<file path="src/rtl/hazard_ctrl.sv">
// hazard_ctrl: load-use bubbles, mult/div sequencing with timeout, and branch flush control.
// Optional STALL_PERF_EN adds a saturating stall_cycles counter output.
module hazard_ctrl #(
  parameter int MD_TIMEOUT = 40,
  parameter int CNT_W      = 6
) (
  input  logic        clock,
  input  logic        reset,
  input  logic [31:0] fd_insn,
  input  logic [31:0] dx_insn,
  input  logic        branch_taken,
  input  logic        md_ready,
  output logic        pc_we,
  output logic        fd_we,
  output logic        fd_nop,
  output logic        dx_nop,
  output logic        xm_nop,
  output logic        md_start,
  output logic        md_result_sel,
  output logic        md_busy,
  output logic        md_timeout
`ifdef STALL_PERF_EN
  ,
  output logic [31:0] stall_cycles
`endif
);
  typedef enum logic [1:0] {RUN, ISSUE, WAIT, DONE} state_t;
  state_t state_q, state_d;
  logic [CNT_W-1:0] cnt_q, cnt_d;
  logic timeout_q, timeout_d;
  logic [4:0] fd_op, fd_rd, fd_rs, fd_rt, dx_op, dx_rd, dx_alu;
  logic [3:0] fd_alu_hi;
  logic dx_is_md, rd_rs, rd_rt, rd_rd, load_use, run, hold, unused;
  assign fd_op     = fd_insn[31:27];
  assign fd_rd     = fd_insn[26:22];
  assign fd_rs     = fd_insn[21:17];
  assign fd_rt     = fd_insn[16:12];
  assign fd_alu_hi = fd_insn[6:3];
  assign dx_op     = dx_insn[31:27];
  assign dx_rd     = dx_insn[26:22];
  assign dx_alu    = dx_insn[6:2];
  assign unused    = ^{fd_insn[11:7], fd_insn[2:0], dx_insn[21:7], dx_insn[1:0]};
  assign dx_is_md = dx_op == 5'b00000 && (dx_alu == 5'b00110 || dx_alu == 5'b00111);
  assign rd_rs = fd_op inside {5'b00000, 5'b00101, 5'b01000, 5'b00111, 5'b00010, 5'b00110, 5'b01001};
  assign rd_rt = fd_op == 5'b00000 && fd_alu_hi != 4'b0010;
  // Store data in rd is forwarded W->M, so sw is deliberately absent here.
  assign rd_rd = fd_op inside {5'b00010, 5'b00110, 5'b00100, 5'b01001};
  assign load_use = dx_op == 5'b01000 && dx_rd != 5'd0 &&
                    ((rd_rs && fd_rs == dx_rd) || (rd_rt && fd_rt == dx_rd) || (rd_rd && fd_rd == dx_rd));
  always_ff @(posedge clock or negedge reset) begin
    if (!reset) begin
      state_q   <= RUN;
      cnt_q     <= '0;
      timeout_q <= 1'b0;
    end else begin
      state_q   <= state_d;
      cnt_q     <= cnt_d;
      timeout_q <= timeout_d;
    end
  end
  always_comb begin
    state_d   = state_q;
    cnt_d     = cnt_q;
    timeout_d = timeout_q;
    case (state_q)
      RUN:   state_d = dx_is_md ? ISSUE : RUN;
      ISSUE: begin
        state_d = WAIT;
        cnt_d   = '0;
      end
      WAIT: begin
        cnt_d = cnt_q + 1'b1;
        // A result arriving on the last allowed cycle is accepted without flagging.
        if (md_ready) state_d = DONE;
        else if (cnt_q == CNT_W'(MD_TIMEOUT - 1)) begin
          state_d   = DONE;
          timeout_d = 1'b1;
        end
      end
      default: state_d = RUN;
    endcase
  end
  always_comb begin
    run    = state_q == RUN;
    hold   = state_q == ISSUE || state_q == WAIT || (run && dx_is_md);
    pc_we  = !(hold || (run && !branch_taken && load_use));
    fd_we  = pc_we;
    xm_nop = hold;
    fd_nop = run && !dx_is_md && branch_taken;
    dx_nop = run && !dx_is_md && (branch_taken || load_use);
  end
  assign md_start      = state_q == ISSUE;
  assign md_result_sel = state_q == DONE;
  assign md_busy       = state_q != RUN;
  assign md_timeout    = timeout_q;
`ifdef STALL_PERF_EN
  logic [31:0] stall_q, stall_d;
  assign stall_d = (!pc_we && stall_q != 32'hFFFF_FFFF) ? stall_q + 32'd1 : stall_q;
  always_ff @(posedge clock or negedge reset) begin
    if (!reset) stall_q <= '0;
    else stall_q <= stall_d;
  end
  assign stall_cycles = stall_q;
`endif
endmodule
</file>
<file path="config.mk">
export PLATFORM = sky130hd
export DESIGN_NAME = hazard_ctrl
export DESIGN_NICKNAME = d
export VERILOG_FILES = /design/src/rtl/hazard_ctrl.sv
export SDC_FILE = /design/constraint.sdc
export NUM_CORES = 1
export LEC_CHECK = 0
export ABC_AREA = 1
export ABC_CLOCK_PERIOD_IN_PS = 2700
export CORE_UTILIZATION = 36
export CTS_CLUSTER_DIAMETER = 150
export DETAILED_ROUTE_END_ITERATION = 8
export PLACE_DENSITY_LB_ADDON = 0.3
export SYNTH_ARGS = -nofsm -noshare
export SYNTH_HDL_FRONTEND = slang
export SYNTH_SLANG_ARGS = --single-unit
</file>
<file path="constraint.sdc">
create_clock -name clock -period 2.7 [get_ports clock]
set_clock_uncertainty 0.15 [all_clocks]
set_input_delay 0.54 -clock clock [delete_from_list [all_inputs] [get_ports clock]]
set_output_delay 0.54 -clock clock [all_outputs]
set_load 0.005 [all_outputs]
</file>
==> flow_summary.yaml, run 1 <==
outcome:
  outcome: "finished clean"
setup_path:
  slowest_delay_ns: 0.47
  crit_start: "fd_insn[31]"
  crit_chain: "clkdlybuf4s50_1 -> inv_2 -> nand2_1 -> nor2_1 -> nor2_2 -> nand3_2 -> nand2_1 -> nand3_2 -> nand3_2 -> nand2_1 -> dlygate4sd2_1"
  critPathRequiredTime_ns: 2.01
  crit_fanout: 4
  path_class: "input pin to output pin"
  end_kind: "output pin"
  cp.arrival_ns: 1.94
  ff2ff_setup_slack_ns: 0.87
  slowest_stage: "clkdlybuf4s50_1"
  cp-start-kind: "input pin"
  r2r_start: "state_q[1]"
grt:
  grt_pass1_wl_mm: 4.35
  grt_antenna_before_repair: 0
  first_global_vias: 1102
  overflow: 0
  grt_start_max_net_pins: 10
  grtUsageTotal_pct: 20.6
yosys:
  synth_cells: 150
  synth_seq_cells: 9
  syn_area_per_cell_sq_um: 6.45
  syn_area_sq_um: 967
  ys_warn_count: 0
  syn_nets: 223
  netlist.area_leader.share_pct: 23.3
  synth_area_leaders: "dfrtp_1, nand2_1, xnor2_1"
  synth.distinct_cells: 24
  yosysSeqAreaShare_pct: 23.3
  yosys.area.top_type: "dfrtp_1"
power_and_ir_drop:
  leakagePower_nw: 0.826
  total_power_mw: 0.843
  power_frac_seq_pct: 22.7
  clockPowerShare_pct: 12.5
  combPwrFrac_pct: 64.8
  p_switching_mw: 0.354
  swShare_pct: 42.0
  peakVddDrop_mv: 0.615
  internal-power_mw: 0.489
  powerDensity_mw_per_mm2: 523
clock_tree:
  numCtsBuffers: 3
  clockBufferDepth: 2
  clk_latency_ns: 0.26
  tritoncts: "done"
  h-tree-depth: 1
  postCtsHoldBufs: 0
  ctsRootBufferMaster: "clkbuf_4"
  path_clk_slew_ns: 0.06
  cts_num_sinks: 9
worst_hold_path:
  hp-start: "md_timeout"
  hp-class: "register to register"
placed_design:
  dpl_worst_slack_ns: -0.320
  gp_congestion: 0.754
  port_buffers: 50
  place_hpwl_mm: 2.23
route:
  totalWireLength_mm: 2.79
  dr.first_iter.drc_count: 15
  route.detailed.drc: 0
  viasPerCell: 4.66
  first_pass_iters: 4
  wl_per_cell_um: 11.6
  vias: 1124
  ant_nets: 0
timing:
  worstMarginPinSlew_ns: 0.385
  finalCriticalPeriod_ns: 2.63
  setup_ws_ns: 0.0673
  setup_viol: 0
  final-max-slew-violation-count: 0
  slew_headroom_pct: 74.3
  hold_viol_final: 0
  finalSetupTns_ns: 0
  fin_crit_sh_pct: 97.5
  max_freq_mhz: 380
floorplanning:
  core-area_sq_mm: 0.00250
  start_util_pct: 38.7
  die_height_um: 53.8
  io_pins: 77
  rows: 18
  fp.dieW_um: 53.8
  die_area_sq_mm: 0.00290
layout:
  multi_input_area_sq_um: 671
  fill_cells: 227
  utilization_pct: 64.4
  n_antenna_cell: 0
  area_growth_syn_to_layout_pct: 66.5
  drive_gt1_share_pct: 17.5
  nNetsFinal: 285
  final-seq-area_sq_um: 225
flow_run:
  maxCapViolCount: 0
layer usage:
layer	vias up	global-route usage, %	part of all wire [%]
li1	588	-	-
met4	0	8.77	1.2
met5	-	0	0
met3	5	2.26	7.3
met1	499	22.0	39
met2	32	39.9	53
critical path, delay by kind of cell:
| family | cells | cell delay [ns] |
|---|---|---|
| buffers and inverters | 3 | 0.78 |
| AND/OR/NAND/NOR | 8 | 0.61 |
kinds of logic (layout without fill, tap and decap cells):
family,after synthesis,after routing,synth area share [%]
DFF,9,9,23.3
buffers and inverters,29,90,11.6
AOI/OAI and AO/OA,8,8,4.66
and+or+nand+nor,89,89,44.9
xor gates and xnor gates,10,10,9.06
adders and majority gates,5,5,6.47
stage by stage:
| step | std cells | cell area [sq um] | hold slack, ns |
|---|---|---|---|
| after floorplan | 150 | 967 | 0.0944 |
| after global placement | 231 | 1510 | 0.308 |
| after detailed placement | 231 | 1510 | 0.322 |
| after CTS | 242 | 1580 | 0.336 |
| after global routing | 241 | 1610 | 0.358 |
| final | 241 | 1610 | 0.330 |
cell type report:
cell class              count  share of cell area (%)
repair buffers             58                    33.9
inverters                  28                    6.53
flip-flops and latches      9                    14.0
clock buffers               4                    1.63
well taps                  30                    2.33
multi-input cells         112                    41.6
path summary, 6_finish.rpt:
| path | to | depth (start not counted) |
|---|---|---|
| min | md_timeout | 1 |
| max in group asynchronous | cnt_q[2] | 1 |
| max reg2reg | cnt_q[5] | 7 |
| min in group asynchronous | cnt_q[0] | 1 |
| max | dx_nop | 11 |
| min reg2reg | md_timeout | 1 |
power groups by stage:
stage          sequential [mW]  clock, mW  combinational [mW]
6_report                 0.191      0.105               0.547
5_1_grt                  0.194      0.115               0.625
4_1_cts                  0.191      0.109               0.569
3_5_place_dp             0.193          0               0.530
3_3_place_gp             0.192          0               0.515
2_1_floorplan            0.188          0               0.281
cell usage after synthesis:
master,n
nand2_1,45
inv_1,23
nor2_1,19
xnor2_1,10
dfrtp_1,9
nand3_1,7
ha_1,5
inv_2,5
nor3_1,4
a21oi_1,3
nand3_2,3
nand4_1,3
nor4_2,2
o21ai_1,2
a31o_2,1
a31oi_1,1
buf_4,1
nand3b_1,1
nand4_4,1
nor2_2,1
nor3_2,1
nor3b_1,1
nor3b_2,1
o21ai_0,1
sequential cells by signal, indices dropped and copies added (netlist names):
register / count
state_q: 2
md_timeout: 1
cnt_q: 6
cells in the final DEF (no fill, tap or decap), drive strengths merged, types with 9 or more instances in the layout:
cell type	Yosys	final
buf	1	9
clkdlybuf4s50	0	27
dfrtp	9	9
dlygate4sd2	0	18
inv	28	28
nand2	45	45
nand3	10	10
nor2	20	20
xnor2	10	10
what timing repair did:
| item | CTS | global route |
|---|---|---|
| setup endpoints to repair | 5 | 3 |
| buffers inserted | 7 | 0 |
| gates cloned | 0 | 0 |
| gates resized for setup | 31 | 10 |
| pin swaps | 10 | 6 |
No activity file was read; power rests on OpenSTA's default activity.
==> run 2: changes to the inputs <==
Settings changed: PLACE_DENSITY set to 0.87, PLACE_DENSITY_LB_ADDON 0.3 to unset.
==> run 2 against run 1 <==
Against the previous run:
- flip-flop and latch count did not move
- core utilization rose by 3.9 points
- sequential power barely moved
==> flow_summary.yaml, run 2 (synthesized netlist as in run 1, its figures left out) <==
route:
  ant_nets: 0
  first_pass_iters: 3
  route.detailed.drc: 0
  wl_per_cell_um: 10.0
  vias: 1142
  viasPerCell: 4.48
  totalWireLength_mm: 2.55
  dr.first_iter.drc_count: 8
layout:
  area_growth_syn_to_layout_pct: 76.6
  largest_register_ffs: 6
  final_cell_mix: "nand2_1, clkdlybuf4s50_1, buf_4"
  n_antenna_cell: 0
  largest-register: "cnt_q"
  fill_cells: 225
  nNetsFinal: 299
  final-seq-area_sq_um: 225
  multi_input_area_sq_um: 673
  utilization_pct: 68.3
  final_common_cell: "nand2_1"
  finalNonFillerCells: 255
  drive_gt1_share_pct: 24.0
setup_path:
  cp_common_cell: "nand2_1"
  path_class: "input pin to output pin"
  slowest_stage: "clkdlybuf4s50_1"
  crit_buf_inv: 4
  cp.arrival_ns: 1.88
  slowest_delay_ns: 0.51
  cp-start-kind: "input pin"
  crit_fanout: 4
  crit_chain: "clkdlybuf4s50_1 -> inv_2 -> nand2_1 -> nand2_1 -> nand3_1 -> nor2_1 -> nand2_1 -> nand3_2 -> nand3_2 -> nand2_1 -> inv_1 -> buf_2"
  end_kind: "output pin"
  critPathRequiredTime_ns: 2.01
  crit_family: "buffers and inverters"
flow_run:
  maxCapViolCount: 0
timing:
  final-max-slew-violation-count: 0
  finalSetupTns_ns: 0
  max_freq_mhz: 389
  finalCriticalPeriod_ns: 2.57
  rsz0062_at_grt: "false"
  fin_crit_sh_pct: 95.1
  worstMarginPinSlew_ns: 0.377
  setup_viol: 0
  slew_headroom_pct: 74.8
  hold_viol_final: 0
clock_tree:
  tritoncts: "done"
  h-tree-depth: 1
  clk_latency_ns: 0.26
  ctsRootBufferMaster: "clkbuf_4"
  path_clk_slew_ns: 0.06
  numCtsBuffers: 3
  cts_num_sinks: 9
  postCtsHoldBufs: 0
  clockBufferDepth: 2
power_and_ir_drop:
  peakVddDrop_mv: 0.376
  swShare_pct: 42.4
  leakagePower_nw: 0.884
  combPwrFrac_pct: 62.3
  p_switching_mw: 0.328
  clockPowerShare_pct: 13.0
  power_frac_seq_pct: 24.8
  internal-power_mw: 0.447
  powerDensity_mw_per_mm2: 454
placed_design:
  port_buffers: 50
  dp_cells: 237
  place_hpwl_mm: 1.95
  gp_congestion: 0.814
grt:
  overflow: 0
  grtUsageTotal_pct: 19.5
  first_global_vias: 1045
  grt_pass1_wl_mm: 4.10
  grt_start_max_net_pins: 10
  grt_antenna_before_repair: 0
worst_hold_path:
  hp-class: "register to register"
floorplanning:
  start_util_pct: 38.7
  fp.dieW_um: 53.8
  rows: 18
  io_pins: 77
  core-area_sq_mm: 0.00250
  die_height_um: 53.8
  die_area_sq_mm: 0.00290
outcome:
  outcome: "finished clean"
-- run 2: cell types whose count changed in the layout (fill, tap and decap cells not counted), moves of 2 or more --
| cell | before | now |
|---|---|---|
| buf_2 | 0 | 4 |
| clkdlybuf4s15_1 | 0 | 3 |
| clkdlybuf4s50_1 | 27 | 29 |
| buf_6 | 2 | 0 |
| dlygate4sd2_1 | 18 | 9 |
| buf_4 | 7 | 22 |
-- run 2: power groups by stage --
stage / logic (mW) / registers (mW) / clock network (mW)
finish: 0.482 / 0.192 / 0.100
global route: 0.544 / 0.197 / 0.117
CTS: 0.478 / 0.193 / 0.104
detailed placement: 0.521 / 0.195 / 0
global placement: 0.512 / 0.194 / 0
floorplan: 0.281 / 0.188 / 0
-- run 2: path summary, 6_finish.rpt --
check                            startpoint  cells past startpoint         end  slack, ns
worst min-delay path             md_timeout                      1  md_timeout       0.33
worst max-delay path            dx_insn[23]                     12       pc_we       0.13
worst min register to register   md_timeout                      1  md_timeout       0.33
max in group asynchronous             reset                      1  state_q[1]       1.72
worst max register to register   state_q[1]                     15  state_q[0]       0.43
min in group asynchronous             reset                      1    cnt_q[5]       0.41
-- run 2: final cells by class --
class | instances | area share, %
multi-input combinational | 112 | 39.4
clock buffer | 3 | 1.32
tap | 30 | 2.20
timing repair buffer | 72 | 37.4
inverter | 28 | 6.15
clock inverter | 1 | 0.293
sequential | 9 | 13.2
-- run 2: routing by layer --
metal / part of all wire [%] / routed length [um] / vias up / GRT usage (%)
li1: - / - / 624 / -
met1: 42 / 1080 / 491 / 19.8
met2: 53 / 1360 / 25 / 38.9
met3: 3.9 / 100 / 2 / 4.80
met4: 0.63 / 16 / 0 / 3.95
met5: 0 / 0 / - / 0
-- run 2: stage by stage --
step	hold WS (ns)	instance area, sq um	total power, mW	setup slack, ns
global route	0.341	1710	0.858	0.000276
floorplan	0.0944	967	0.469	0.627
global placement	0.308	1560	0.706	-0.305
detailed placement	0.318	1560	0.717	-0.326
finish	0.328	1710	0.775	0.132
CTS	0.332	1700	0.775	-0.116
-- run 2: repair_timing --
item                                    4_1_cts  5_1_grt
pin swaps                                    10        7
endpoints found under the setup margin        5        6
resized for setup                            36       12
buffers inserted                             14        2
-- run 2: worst reg2reg max path: cells and delay by family (launching register included) --
kind | cells | cell delay (ns)
adders and majority gates | 1 | 0.17
buffers and inverters | 10 | 1.23
DFF | 1 | 0.42
and+or+nand+nor | 4 | 0.24
